--- src/rtl/simon_pkg.sv ---
`default_nettype none
// +----------------------------------------------------------------------------+
// | Module      : simon_pkg                                                    |
// | Description : Shared types, sizes and the Simon round function for the     |
// |               Simon128/256 encrypt datapath.                               |
// | Revision    : 1.0 - initial release                                        |
// +----------------------------------------------------------------------------+
package simon_pkg;

    // Simon128/256 geometry
    localparam int SIMON_WORD_W = 64;
    localparam int SIMON_ROUNDS = 72;
    localparam int SIMON_KEY_AW = 9;

    typedef logic [SIMON_WORD_W-1:0] simon_word_t;

    typedef struct packed {
        simon_word_t x;
        simon_word_t y;
    } simon_block_t;

    typedef enum logic [1:0] {
        IDLE  = 2'd0,
        FETCH = 2'd1,
        WAIT  = 2'd2,
        DONE  = 2'd3
    } eng_state_t;

    // f(x) = (ROL1(x) & ROL8(x)) ^ ROL2(x); pure bit permutation and logic, no carries
    function automatic simon_word_t simon_f(input simon_word_t v);
        simon_word_t w_rol1;
        simon_word_t w_rol2;
        simon_word_t w_rol8;
        w_rol1 = {v[SIMON_WORD_W-2:0], v[SIMON_WORD_W-1]};
        w_rol2 = {v[SIMON_WORD_W-3:0], v[SIMON_WORD_W-1 -: 2]};
        w_rol8 = {v[SIMON_WORD_W-9:0], v[SIMON_WORD_W-1 -: 8]};
        return (w_rol1 & w_rol8) ^ w_rol2;
    endfunction

endpackage : simon_pkg
`default_nettype wire

--- src/rtl/simon_round.sv ---
`default_nettype none
// +----------------------------------------------------------------------------+
// | Module      : simon_round                                                  |
// | Description : One combinational Simon Feistel round:                       |
// |               x' = y ^ f(x) ^ k,  y' = x.                                  |
// |               Kept separate so a decrypt engine can reuse it.              |
// | Revision    : 1.0 - initial release                                        |
// +----------------------------------------------------------------------------+
module simon_round
    import simon_pkg::*;
#(
    parameter int WORD_WIDTH = SIMON_WORD_W
) (
    input  logic [WORD_WIDTH-1:0] i_x,
    input  logic [WORD_WIDTH-1:0] i_y,
    input  logic [WORD_WIDTH-1:0] i_k,
    output logic [WORD_WIDTH-1:0] o_x,
    output logic [WORD_WIDTH-1:0] o_y
);

    logic [WORD_WIDTH-1:0] w_f;

    // The packaged function covers the native 64-bit word; other widths use
    // the same rotation network written against WORD_WIDTH.
    generate
        if (WORD_WIDTH == SIMON_WORD_W) begin : g_pkg_f
            assign w_f = simon_f(i_x);
        end else begin : g_generic_f
            logic [WORD_WIDTH-1:0] w_rol1;
            logic [WORD_WIDTH-1:0] w_rol2;
            logic [WORD_WIDTH-1:0] w_rol8;
            assign w_rol1 = {i_x[WORD_WIDTH-2:0], i_x[WORD_WIDTH-1]};
            assign w_rol2 = {i_x[WORD_WIDTH-3:0], i_x[WORD_WIDTH-1 -: 2]};
            assign w_rol8 = {i_x[WORD_WIDTH-9:0], i_x[WORD_WIDTH-1 -: 8]};
            assign w_f    = (w_rol1 & w_rol8) ^ w_rol2;
        end
    endgenerate

    // Feistel swap: new x mixes in the key, old x becomes new y
    assign o_x = i_y ^ w_f ^ i_k;
    assign o_y = i_x;

endmodule : simon_round
`default_nettype wire

--- src/rtl/simon_round_engine.sv ---
`default_nettype none
// +----------------------------------------------------------------------------+
// | Module      : simon_round_engine                                           |
// | Description : Iterative Simon128/256 encryption engine. Accepts one        |
// |               plaintext block, fetches round keys 0..NUM_ROUNDS-1 from the |
// |               key memory one at a time, applies one round per key and      |
// |               presents the ciphertext until the consumer takes it.         |
// | Revision    : 1.0 - initial release                                        |
// +----------------------------------------------------------------------------+
module simon_round_engine
    import simon_pkg::*;
#(
    parameter int                        WORD_WIDTH     = SIMON_WORD_W,
    parameter int                        NUM_ROUNDS     = SIMON_ROUNDS,
    parameter int                        KEY_ADDR_WIDTH = SIMON_KEY_AW,
    parameter logic [KEY_ADDR_WIDTH-1:0] KEY_BASE       = '0
) (
    input  logic                        clk,
    input  logic                        rst,
    input  logic                        key_mem_full,
    output logic [KEY_ADDR_WIDTH-1:0]   key_addr,
    output logic                        key_rd_en,
    input  logic [WORD_WIDTH-1:0]       key_data,
    input  logic                        key_data_vld,
    input  logic                        in_valid,
    output logic                        in_ready,
    input  logic [2*WORD_WIDTH-1:0]     in_block,
    output logic                        out_valid,
    input  logic                        out_ready,
    output logic [2*WORD_WIDTH-1:0]     out_block,
    output logic                        key_abort
);

    // Round counter is 7 bits wide and stops at the last round, never wrapping
    localparam int                   c_round_w    = 7;
    localparam logic [c_round_w-1:0] c_last_round = c_round_w'(NUM_ROUNDS - 1);

    eng_state_t                  r_state;
    logic [c_round_w-1:0]        r_round;
    logic [WORD_WIDTH-1:0]       r_x;
    logic [WORD_WIDTH-1:0]       r_y;
    logic [KEY_ADDR_WIDTH-1:0]   r_key_addr;
    logic                        r_key_rd_en;
    logic                        r_in_ready;
    logic                        r_out_valid;
    logic [2*WORD_WIDTH-1:0]     r_out_block;
    logic                        r_key_abort;

    logic [WORD_WIDTH-1:0]       w_x_next;
    logic [WORD_WIDTH-1:0]       w_y_next;
    logic [c_round_w-1:0]        w_round_inc;

    assign w_round_inc = r_round + c_round_w'(1);

    // Single shared round datapath, keyed directly from the memory read data
    simon_round #(
        .WORD_WIDTH (WORD_WIDTH)
    ) u_round (
        .i_x (r_x),
        .i_y (r_y),
        .i_k (key_data),
        .o_x (w_x_next),
        .o_y (w_y_next)
    );

    // Control FSM, round counter, state words and all registered outputs.
    // key_rd_en and key_addr are loaded on the edge that enters FETCH so the
    // strobe is high for exactly the FETCH cycle. in_ready is registered: it
    // is only ever raised on the edge that lands (or stays) in IDLE.
    always_ff @(posedge clk) begin
        if (rst) begin
            r_state     <= IDLE;
            r_round     <= '0;
            r_x         <= '0;
            r_y         <= '0;
            r_key_addr  <= KEY_BASE;
            r_key_rd_en <= 1'b0;
            r_in_ready  <= 1'b0;
            r_out_valid <= 1'b0;
            r_out_block <= '0;
            r_key_abort <= 1'b0;
        end else begin
            r_key_rd_en <= 1'b0;
            r_key_abort <= 1'b0;

            case (r_state)
                IDLE: begin
                    if (in_valid && r_in_ready) begin
                        r_x         <= in_block[2*WORD_WIDTH-1:WORD_WIDTH];
                        r_y         <= in_block[WORD_WIDTH-1:0];
                        r_round     <= '0;
                        r_key_addr  <= KEY_BASE;
                        r_key_rd_en <= 1'b1;
                        r_in_ready  <= 1'b0;
                        r_state     <= FETCH;
                    end else begin
                        r_in_ready  <= key_mem_full;
                    end
                end

                FETCH: begin
                    if (!key_mem_full) begin
                        // key set invalidated mid-block: drop the operation
                        r_key_abort <= 1'b1;
                        r_state     <= IDLE;
                    end else begin
                        r_state     <= WAIT;
                    end
                end

                WAIT: begin
                    if (!key_mem_full) begin
                        r_key_abort <= 1'b1;
                        r_state     <= IDLE;
                    end else if (key_data_vld) begin
                        r_x <= w_x_next;
                        r_y <= w_y_next;
                        if (r_round == c_last_round) begin
                            r_out_block <= {w_x_next, w_y_next};
                            r_out_valid <= 1'b1;
                            r_state     <= DONE;
                        end else begin
                            r_round     <= w_round_inc;
                            r_key_addr  <= KEY_BASE + KEY_ADDR_WIDTH'(w_round_inc);
                            r_key_rd_en <= 1'b1;
                            r_state     <= FETCH;
                        end
                    end
                end

                DONE: begin
                    // ciphertext is delivered even if the key set goes away now
                    if (out_ready) begin
                        r_out_valid <= 1'b0;
                        r_in_ready  <= key_mem_full;
                        r_state     <= IDLE;
                    end
                end

                default: begin
                    r_state <= IDLE;
                end
            endcase
        end
    end

    assign key_addr  = r_key_addr;
    assign key_rd_en = r_key_rd_en;
    assign in_ready  = r_in_ready;
    assign out_valid = r_out_valid;
    assign out_block = r_out_block;
    assign key_abort = r_key_abort;

endmodule : simon_round_engine
`default_nettype wire
--- config.mk ---
export PLATFORM = sky130hd
export DESIGN_NAME = simon_round_engine
export DESIGN_NICKNAME = d
export VERILOG_FILES = /design/src/rtl/simon_pkg.sv /design/src/rtl/simon_round.sv /design/src/rtl/simon_round_engine.sv
export SDC_FILE = /design/constraint.sdc
export NUM_CORES = 1
export LEC_CHECK = 0
export ABC_CLOCK_PERIOD_IN_PS = 3800
export BUFFER_PORTS_ARGS = -buffer_cell sky130_fd_sc_hd__buf_2
export CORE_ASPECT_RATIO = 0.75
export CORE_UTILIZATION = 45
export CTS_CLUSTER_SIZE = 12
export DETAILED_ROUTE_END_ITERATION = 10
export PLACE_DENSITY = 0.69
export SYNTH_ARGS = -nofsm -noshare
export SYNTH_HDL_FRONTEND = slang
export SYNTH_SLANG_ARGS = --single-unit
--- constraint.sdc ---
create_clock -name clk -period 3.8 [get_ports clk]
set_clock_uncertainty 0.05 [all_clocks]
set_input_delay 0.38 -clock clk [delete_from_list [all_inputs] [get_ports clk]]
set_output_delay 0.38 -clock clk [all_outputs]
set_load 0.1 [all_outputs]
=== Yosys cells after proc, flatten, opt, wreduce, memory -nomap -nowiden ===
Cells that the tools add are included.

* Flip-flop bits (word level): 278
* Bits of input ports: 198
* Output and inout port bits: 141
* Logic and storage cells: 79

* $add $sub $neg: 1
* Equality and inequality tests: 11
* Mux-type cells: 39
* Bitwise operators: 5
* Reductions and logical operators: 13

{| class="wikitable"
|+ Operators with widths
! operator !! number
|-
| two-way mux 64 bit || 6
|-
| one-hot mux 64 bit (2 select lines) || 2
|-
| bitwise XOR 64 bit || 3
|-
| AND 64 bit || 1
|-
| two-way mux 9 bit || 4
|-
| two-way mux 7 bit || 4
|-
| one-hot mux 9 bit (2 select lines) || 1
|-
| one-hot mux 7 bit (2 select lines) || 1
|-
| two-way mux 2 bit || 6
|-
| != test 2 bit (second input constant) || 6
|-
| two-way mux 1 bit || 11
|-
| AND reduction 5 bit || 2
|-
| one-hot mux 2 bit (4 select lines) || 1
|-
| AND reduction 4 bit || 2
|-
| adder 7 x 1 -> 7 bit (second input constant) || 1
|-
| equality test 7 bit (second input constant) || 1
|-
| one-hot mux 1 bit (2 select lines) || 3
|-
| nonzero test 2 bit || 3
|-
| equality test 2 bit (second input constant) || 2
|-
| OR reduction 2 bit || 2
|-
| != test 3 bit (second input constant) || 1
|-
| AND reduction 3 bit || 1
|-
| equality test 2 x 1 -> 1 bit (second input constant) || 1
|-
| logical NOT 2 bit || 1
|-
| 3 further kinds || 3
|}

=== Longest topological paths before layout ===
Gate-level depths: netlist of the first run.

* Depth after elaboration: 7
* Gate-level depth with buffers: 9
* Depth with buffers taken out: 6

=== Cells and area by module ===
A second synthesis of the first run with hierarchy kept.

* Cell total of the unflattened synthesis: 1475
* Area, all modules: 13410.4 µm²

{| class="wikitable"
|+ By module, submodules not included
! module !! times used !! cells each !! area an instance (µm²) !! sequential area each (µm²)
|-
| simon_round_engine || 1 || 1219 || 10687.8 || 5385.2
|-
| simon_round || 1 || 256 || 2722.6 || 0.0
|}

=== Least setup slack after synthesis of the first run ===
Ideal clock, no wire load.

* Path kind: reg-to-reg
* Start: register key_addr[1] (netlist name)
* End: register r_out_block[127] (netlist: out_block[127])
* Library setup time: 0.086 ns
* Data arrival time: 2.416 ns
* Required time: 3.664 ns
* Slack: 1.248 ns
* Stages on the path, launching flop included: 8
* Path buffers: 2
* Period minus slack after synthesis: 2.552 ns
* Path through: dfxtp_1 ha_1 nor2b_1 and3_1 clkbuf_1 clkbuf_1 nor2_1 a211oi_1

{| class="wikitable"
|+ RTL lines
! what !! RTL line !! source
|-
| end signal: assignment || simon_round_engine.sv:119 || <nowiki>r_out_block <= {w_x_next, w_y_next};</nowiki>
|-
| end: declaration || simon_round_engine.sv:46 || <nowiki>logic [2*WORD_WIDTH-1:0] r_out_block;</nowiki>
|}

=== Worst setup path after layout of the first run ===
* Start: register r_state[0]
* End: register r_x[21]

* Word-level cells in the longest chain between the ends: 3
* Elaborated cells on any way between the ends: 8
* Classes of those cells: eq/ne (4); mux (1); reduce/logical (3)

{| class="wikitable"
|+ Ends and longest elaborated chain
! what !! RTL line !! source
|-
| start: declaration || simon_round_engine.sv:38 || <nowiki>eng_state_t r_state;</nowiki>
|-
| start signal: assignment || simon_round_engine.sv:72 || <nowiki>r_state <= IDLE;</nowiki>
|-
| start signal: assignment || simon_round_engine.sv:95 || <nowiki>r_state <= FETCH;</nowiki>
|-
| start signal: assignment || simon_round_engine.sv:105 || <nowiki>r_state <= IDLE;</nowiki>
|-
| equality test 2 bit / logical NOT 2 bit (equally long branches) || simon_round_engine.sv:86 || <nowiki>case (r_state)</nowiki>
|-
| != test 2 bit (no source line) / nonzero test 2 bit (equally long branches) || -- ||
|-
| AND reduction 4 bit (no source line) || -- ||
|-
| end signal: assignment || simon_round_engine.sv:89 || <nowiki>r_x <= in_block[2*WORD_WIDTH-1:WORD_WIDTH];</nowiki>
|-
| end signal: assignment || simon_round_engine.sv:116 || <nowiki>r_x <= w_x_next;</nowiki>
|-
| end: declaration || simon_round_engine.sv:40 || <nowiki>logic [WORD_WIDTH-1:0] r_x;</nowiki>
|}

Parallel ways exist; a longest one is shown, timed or not.
A chain may end at the register's enable or synchronous reset.

==> out/results.txt, run 1 <==
Slowest cell on crit path: or3_2
Hold Crit Class: in -> reg
Die Wd: 200 um
WP data required: 4.23 ns
Reg clk slew, reported paths: 0.07 ns
Clock buffers created by TritonCTS: 29
Drt pass-1 iters: 5
Worst Setup Path Type: reg -> reg
Vias in the first global route: 10849
Worst setup margin: 0.838 ns
Max transition margin: 0.297
ANT nets after route: 0
Hold Crit Depth: 3
Post-Synth Adder-Cell Area: 0.00566
P per Cell Area: 484 mW/mm^2
Reg2Reg Capture Point: r_x[21]
Crit-path cells: inv_1 -> ha_1 -> a21boi_4 -> or3_2 -> nor3b_2 -> buf_4 -> a211o_1
Compound-gate portion of the synthesized area: 0.114
Cell family with most CP delay: simple AND/OR/NAND/NOR gates
Final slew viol count: 0
Vias: 11598
Critical path launch point type: flip-flop
Nets: 1895
Ys flop type: dfxtp_1
Worst r2r src: r_state[0]
Buf/Inv on CP: 2
Synth warnings: 0
Post-synthesis register bit count: 269
CP max FO: 44
Setup Buffers After CTS: 0
Least-Margin Pin Slew: 1.06 ns
Final hold vios: 0
DP Worst Slack: 0.855 ns
Syn avg cell area: 9.31 um^2
Initial antenna violation count: 6
Core Rows: 54
First-pass GRT wire length: 61.2 mm
Outcome: complete, no violations
Total Wirelength: 40.2 mm
Initial Util: 0.456
CTS max path bufs: 3
Ratio of cells with drive above 1 in the final layout: 0.235
Worst path max stage delay: 0.77 ns
Period minus WS final: 2.96 ns
Routability Congestion: 0.838
I/O pin count: 339
Reg2Reg Setup Slack: 0.84 ns
LEAKAGE: 7.59 nW
Count leader, synth: dfxtp_1
Die Area: 0.0302 mm^2
Max_cap viols: 0
Max Clk Rate: 338 MHz
Mapped Area: 0.0133 mm^2
Main combinational cell family by area after synthesis: simple AND/OR/NAND/NOR gates
Core area: 0.0291 mm^2
Final period util: 0.780
# DRC: 0
Largest net degree at the start of global routing: 134
Hold slack: 0.0612 ns
CTS tree: built
Pwr Total: 7.74 mW
Post-synth top cells: dfxtp_1 (269), nand2_1 (197), nor2_1 (196), clkbuf_1 (75), a21oi_1 (69)
Port Buffer Count: 336
Post-synthesis xor/xnor area fraction: 0.152
Synth-to-layout area growth: 20.6%
# clock sinks: 269
Cells after Synth: 1424
Detail Placement HPWL: 26.7 mm
Unrepaired setup endpoints after global routing: false
Unique masters post-synth: 43
Sequential share of the synthesized area: 0.406
Crit path DAT: 3.39 ns
Routed len/inst: 19.1 um
Cell accounting for the most synthesized area: dfxtp_1
Worst reg2reg path depth: 7
Die height: 151 um
Grt total ovfl: 0
Starting DRC count in detailed routing: 713
Final Setup Violations: 0
Total track usage: 0.255
Post-synth EDFFs: 0
Multiplexer share of the synthesized area: 0.0506
Post-synth top area share: 0.406
CTS root buffer: clkbuf_16
Via/cell ratio: 5.51
Async SR Flop Fraction: 0
Setup_tns: 0 ns
Peak supply drop: 0.335 mV
Main area contributors after synthesis: dfxtp_1 (41%), xnor3_1 (11%), nand2_1 (5.6%), nor2_1 (5.5%), mux2i_1 (5.1%)
End of the worst hold path: r_x[63]
Hold Path Origin: in_block[127]
CP Capture Type: flip-flop
Worst-Skew Late Latency: 0.54 ns
H-tree levels: 1
Post-synthesis simple-gate area fraction: 0.228
[state kept, by name, indices dropped and copies added, names as in the netlist, 2 cells and up]
register and cells:
out_block 128, r_x 64, r_y 64, key_addr 7, r_state 2
[tightest hold or removal path, cell delays in order]
cell      delay (ns)
buf_2           0.09
nand3_1         0.07
o211ai_1        0.07
[layout by cell type (no fill, tap or decap), types with 29 or more instances in the layout]
| cell | Yosys | layout |
|---|---|---|
| buf_2 | 29 | 335 |
| dfxtp_1 | 269 | 269 |
| nand2_1 | 197 | 197 |
| nor2_1 | 196 | 196 |
| a21oi_1 | 69 | 69 |
| mux2i_1 | 67 | 67 |
| a211oi_1 | 66 | 66 |
| nor3_1 | 66 | 66 |
| nor3b_1 | 65 | 64 |
| xor2_1 | 64 | 64 |
| a211o_1 | 63 | 63 |
| nor4b_1 | 63 | 63 |
| xnor3_1 | 63 | 63 |
| clkbuf_16 | 0 | 29 |
[routing by layer]
metal	up-vias	global-route usage	share of wire
li1	5540	-	-
met1	5523	0.365	0.45
met2	464	0.391	0.44
met3	65	0.0496	0.078
met4	6	0.0688	0.022
met5	-	0	0.00090
[final cells by class]
class | instances | area, um^2
timing repair buffer | 354 | 1880
multi-input combinational | 1033 | 7350
antenna | 4 | 10.0
sequential | 269 | 5390
clock inverter | 5 | 31.3
clock buffer | 44 | 842
inverter | 4 | 15.0
fill | 2650 | 13100
tap | 392 | 490
[report_power, final]
part / leakage (nW) / switching (mW) / internal [mW] / total (mW)
logic: 4.98 / 0.843 / 0.818 / 1.66
registers: 2.19 / 0.342 / 3.08 / 3.42
clock network: 0.428 / 1.14 / 1.51 / 2.66
total: 7.59 / 2.33 / 5.41 / 7.74
[how the worst max path moves through the flow]
| stage | start | end | slack [ns] | cells after the start |
|---|---|---|---|---|
| 6_report | r_state[0] | r_x[21] | 0.84 | 7 |
| 5_1_grt | r_state[0] | out_block[39] | 0.67 | 8 |
| 4_1_cts | r_state[0] | r_x[37] | 0.84 | 7 |
| 3_5_place_dp | r_state[0] | out_block[127] | 0.86 | 8 |
| 3_3_place_gp | r_state[0] | r_x[33] | 0.94 | 7 |
| 2_1_floorplan | key_addr[1] | out_block[127] | 1.25 | 7 |
[what timing repair did]
item	4_1_cts	5_1_grt
resized for setup	0	0
hold buffers	1	0
hold endpoints to repair	1	0
setup endpoints to repair	0	0
[cell families after synthesis]
group	after synthesis
AOI/OAI and AO/OA	213
xor gates and xnor gates	131
adders and majority gates	6
buffers and inverters	123
DFF	269
muxes	67
other	1
and+or+nand+nor	614
[metrics by stage]
step | instances | area [um^2] | utilization
after floorplan | 1425 | 13300 | -
after global placement | 2051 | 15100 | 0.520
after detailed placement | 2051 | 15100 | 0.520
after CTS | 2101 | 16000 | 0.550
after global routing | 2103 | 16000 | 0.551
final | 2105 | 16000 | 0.551
No activity file was read; power rests on OpenSTA's default activity.
==> run 2: changes to the inputs <==
--- a/config.mk
+++ b/config.mk
@@ -5,13 +5,14 @@
 export SDC_FILE = /design/constraint.sdc
 export NUM_CORES = 1
 export LEC_CHECK = 0
-export ABC_CLOCK_PERIOD_IN_PS = 3800
+export ABC_AREA = 1
+export ABC_CLOCK_PERIOD_IN_PS = 3000
 export BUFFER_PORTS_ARGS = -buffer_cell sky130_fd_sc_hd__buf_2
 export CORE_ASPECT_RATIO = 0.75
 export CORE_UTILIZATION = 45
 export CTS_CLUSTER_SIZE = 12
 export DETAILED_ROUTE_END_ITERATION = 10
-export PLACE_DENSITY = 0.69
+export PLACE_DENSITY = 0.7
 export SYNTH_ARGS = -nofsm -noshare
 export SYNTH_HDL_FRONTEND = slang
 export SYNTH_SLANG_ARGS = --single-unit
==> constraint.sdc (replaced) <==
create_clock -name clk -period 3 [get_ports clk]
set_clock_uncertainty 0.05 [all_clocks]
set_input_delay 0.3 -clock clk [delete_from_list [all_inputs] [get_ports clk]]
set_output_delay 0.3 -clock clk [all_outputs]
set_load 0.1 [all_outputs]
==> out/results.txt, run 2 <==
Outcome: complete, no violations
Routed len/inst: 16.5 um
Core area: 0.0284 mm^2
Final Core Density: 0.582
Max_cap viols: 0
Synth warnings: 0
Final period util: 0.854
Starting DRC count in detailed routing: 824
LEAKAGE: 7.59 nW
Routability Congestion: 0.881
Die Area: 0.0299 mm^2
P per Cell Area: 775 mW/mm^2
Largest net degree at the start of global routing: 196
Async SR Flop Fraction: 0
Worst setup margin: 0.437 ns
Mapped Area: 0.0132 mm^2
Grt total ovfl: 0
Period minus WS final: 2.56 ns
Final slew viol count: 0
DP Worst Slack: 0.359 ns
Peak supply drop: 0.710 mV
# DRC: 0
I/O pin count: 339
Leading cell types in the layout, fill and taps excluded: nand2_1 (415), buf_2 (336), nor2_1 (274), dfxtp_1 (269), o21ai_1 (173)
Unique masters post-synth: 28
Total track usage: 0.278
# clock sinks: 269
Port Buffer Count: 336
CTS max path bufs: 3
Worst Setup Path Type: reg -> reg
Post-synth top cells: nand2_1 (415), nor2_1 (274), dfxtp_1 (269), o21ai_1 (173), a21oi_1 (139)
Final Setup Violations: 0
Die Wd: 199 um
ANT nets after route: 0
Setup_tns: 0 ns
Vias: 13635
CTS root buffer: clkbuf_16
Max Clk Rate: 390 MHz
Worst-Skew Late Latency: 0.54 ns
Least-Margin Pin Slew: 0.904 ns
Initial Util: 0.463
Design area: 0.0165 mm^2
Clock buffers created by TritonCTS: 29
Initial antenna violation count: 2
Number of flip-flops in the largest register: 128
CP max FO: 195
Syn avg cell area: 6.92 um^2
Cell accounting for the most synthesized area: dfxtp_1
Max transition margin: 0.397
Sequential share of the synthesized area: 0.409
Post-synth EDFFs: 0
Die height: 150 um
Hold Crit Class: in -> reg
Cells after Synth: 1901
Nets: 2401
Critical path launch point type: flip-flop
Reg clk slew, reported paths: 0.06 ns
First-pass GRT wire length: 66.3 mm
Placed inst area: 0.0147 mm^2
Total Wirelength: 42.9 mm
Detail Placement HPWL: 28.3 mm
Post-synthesis register bit count: 269
Commonest non-fill, non-tap cell in the layout: nand2_1
CTS tree: built
Resized Gates After CTS: 0
Core Rows: 53
Via/cell ratio: 5.24
Main area contributors after synthesis: dfxtp_1 (41%), nand2_1 (12%), xnor2_1 (8.5%), nor2_1 (7.8%), o21ai_1 (6.6%)
Ys flop type: dfxtp_1
Post-synth top area share: 0.409
Synth-to-layout area growth: 25.6%
Hold slack: 0.0247 ns
Worst reg2reg path depth: 12
Ratio of cells with drive above 1 in the final layout: 0.183
Count leader, synth: nand2_1
H-tree levels: 1
CP Capture Type: flip-flop
Drt pass-1 iters: 5
WP data required: 3.37 ns
Final hold vios: 0
Crit path DAT: 2.93 ns
Unrepaired setup endpoints after global routing: false
Hold Crit Depth: 3
Vias in the first global route: 12533
run 2: changes by cell type after synthesis, sizes merged, moves of 71 or more:
cell   previous run  this run
nand2           197       415
inv               4        79
o21ai             4       261
xnor2             4       128
a21oi            69       140
nor2            196       276
run 2: repair_timing:
action                                  CTS  global route
endpoints found under the setup margin    0             0
endpoints found under the hold margin    91             0
hold buffers                             91             0
buffers inserted                          0             0
run 2: final cells by class:
| class | instances | area [um^2] |
|---|---|---|
| inverter | 80 | 310 |
| clock inverter | 8 | 72.6 |
| fill | 2749 | 11900 |
| clock buffer | 42 | 825 |
| antenna | 2 | 5.00 |
| timing repair buffer | 443 | 2780 |
| multi-input combinational | 1374 | 6670 |
| sequential | 269 | 5390 |
| tap | 385 | 482 |
run 2: through the flow:
step | total power, mW | cells
final | 12.8 | 2603
after global routing | 13.5 | 2601
after CTS | 12.8 | 2601
after detailed placement | 9.28 | 2460
after global placement | 9.18 | 2460
after floorplan | 8.31 | 1902
run 2: cell families (layout without fill, tap and decap cells):
group / count (synthesis) / after routing / share of synthesized area
other: 1 / 4 / 0.000285
XOR/XNOR: 130 / 130 / 0.0866
AO/OA/AOI/OAI: 468 / 468 / 0.185
flip-flops: 269 / 269 / 0.409
buffers and inverters: 259 / 573 / 0.0851
adder cells (fa/ha/maj): 6 / 6 / 0.00571
AND/OR/NAND/NOR: 768 / 768 / 0.228
run 2: worst paths after layout:
path / startpoint / endpoint / slack [ns]
min reg2reg: out_block[52] / out_block[52] / 0.45
max reg2reg: r_state[0] / key_addr[1] / 0.44
min: in_block[6] / r_y[6] / 0.02
max: r_state[0] / key_addr[1] / 0.44
run 2: worst max-delay path, cell delays in order (launching register included):
cell	delay, ns
dfxtp_1	0.34
inv_1	0.15
ha_4	0.31
inv_4	0.06
nand2_1	0.06
nand2_1	0.09
nor2_4	0.14
buf_12	0.53
nand2_1	0.34
inv_2	0.18
nand2_1	0.06
o21ai_0	0.07
nor2_1	0.05
run 2: metal layers:
layer	up-vias	track usage	wire, um
met4	2	0.0958	1320
met1	6222	0.392	19500
met2	599	0.425	18600
met5	-	0	13
li1	6730	-	-
met3	82	0.0507	3450
run 2: power by group:
group          switching (mW)  internal (mW)
sequential              0.956           4.14
combinational            2.61           1.66
clock                    1.46           1.98
==> run 3: changes to the inputs <==
==> constraint.sdc (replaced) <==
create_clock -name clk -period 3 [get_ports clk]
set_clock_uncertainty 0.05 [all_clocks]
set_input_delay 0.9 -clock clk [delete_from_list [all_inputs] [get_ports clk]]
set_output_delay 0.9 -clock clk [all_outputs]
set_load 0.1 [all_outputs]
==> out/results.txt, run 3 (synthesized netlist as in run 2, its figures left out) <==
Worst path max stage delay: 0.49 ns
Crit path DAT: 1.49 ns
Max Clk Rate: 409 MHz
Via/cell ratio: 5.27
First-pass GRT wire length: 64.5 mm
Setup Buffers After CTS: 0
I/O pin count: 339
Unrepaired setup endpoints after global routing: false
Final slew viol count: 0
Reg clk slew, reported paths: 0.06 ns
Resized Gates After CTS: 0
Hold Crit Class: reg -> reg
Commonest non-fill, non-tap cell in the layout: nand2_1
Total Wirelength: 42.1 mm
Worst-Skew Late Latency: 0.54 ns
CP Capture Type: output port
Multi-input gate area: 0.00667 mm^2
Core area: 0.0284 mm^2
Period minus WS final: 2.44 ns
CTS tree: built
Final period util: 0.815
DP Worst Slack: 0.563 ns
Initial Util: 0.463
Max transition margin: 0.236
Storage cell area: 0.00539 mm^2
ANT nets after route: 0
Starting DRC count in detailed routing: 935
Post-CTS Hold Buffers: 0
Clock buffers created by TritonCTS: 29
Critical path launch point type: flip-flop
Peak supply drop: 0.499 mV
CP max FO: 7
Design area: 0.0157 mm^2
CTS root buffer: clkbuf_16
Total track usage: 0.271
Crit-path cells: buf_2
Cell family with most CP delay: buffers and inverters
Largest net degree at the start of global routing: 99
Die Area: 0.0299 mm^2
Die height: 150 um
Fillers: 2813
Number of flip-flops in the largest register: 128
Routed len/inst: 16.7 um
Routability Congestion: 0.897
Final Setup Violations: 0
H-tree levels: 1
# clock sinks: 269
Leading cell types in the layout, fill and taps excluded: nand2_1 (415), buf_2 (336), nor2_1 (274), dfxtp_1 (269), o21ai_1 (173)
Placed cell count: 2461
P per Cell Area: 819 mW/mm^2
Die Wd: 199 um
Pwr Total: 12.8 mW
Post-route insts no fill: 2514
Nets: 2311
Core Rows: 53
Setup_tns: 0 ns
CTS max path bufs: 3
Max_cap viols: 0
# DRC: 0
Worst Setup Path Type: reg -> out
Placed inst area: 0.0147 mm^2
Buf/Inv on CP: 1
Drt pass-1 iters: 5
Detail Placement HPWL: 28.3 mm
LEAKAGE: 7.23 nW
Least-Margin Pin Slew: 1.15 ns
Slowest cell on crit path: buf_2
Ratio of cells with drive above 1 in the final layout: 0.192
Port Buffer Count: 336
Grt total ovfl: 0
Vias: 13245
Initial antenna violation count: 9
Synth-to-layout area growth: 19.2%
Final hold vios: 0
Vias in the first global route: 11877
WP data required: 2.05 ns
Worst setup margin: 0.555 ns
Outcome: complete, no violations
[run 3: metal layers]
layer	global-route usage	vias to the layer above	share of wire
li1	-	6550	-
met1	0.380	6048	0.44
met2	0.419	547	0.44
met3	0.0521	92	0.092
met4	0.0832	8	0.030
met5	0	-	0.0012
[run 3: metrics by stage]
step | util | hold slack (ns)
after floorplan | - | 0.457
after global placement | 0.519 | 0.428
after detailed placement | 0.519 | 0.431
after CTS | 0.552 | 0.457
after global routing | 0.552 | 0.476
final | 0.552 | 0.451
[run 3: final timing paths]
path	start	endpoint	slack, ns	cells after the start
min	out_block[57]	out_block[57]	0.45	2
min reg2reg	out_block[57]	out_block[57]	0.45	2
max	key_addr[3]	key_addr[3]	0.56	1
max reg2reg	r_state[1]	r_y[44]	0.82	8
[run 3: layout make-up]
cell class,count,area share
multi-input combinational,1374,0.426
sequential,269,0.344
timing repair buffer,353,0.120
clock buffer,43,0.0541
tap,385,0.0307
inverter,80,0.0198
clock inverter,6,0.00527
antenna,4,0.000639
[run 3: power breakdown]
part | internal, mW | switching [mW] | leakage (nW)
registers | 4.14 | 0.951 | 2.19
logic | 1.60 | 2.59 | 4.58
clock network | 2.10 | 1.46 | 0.456
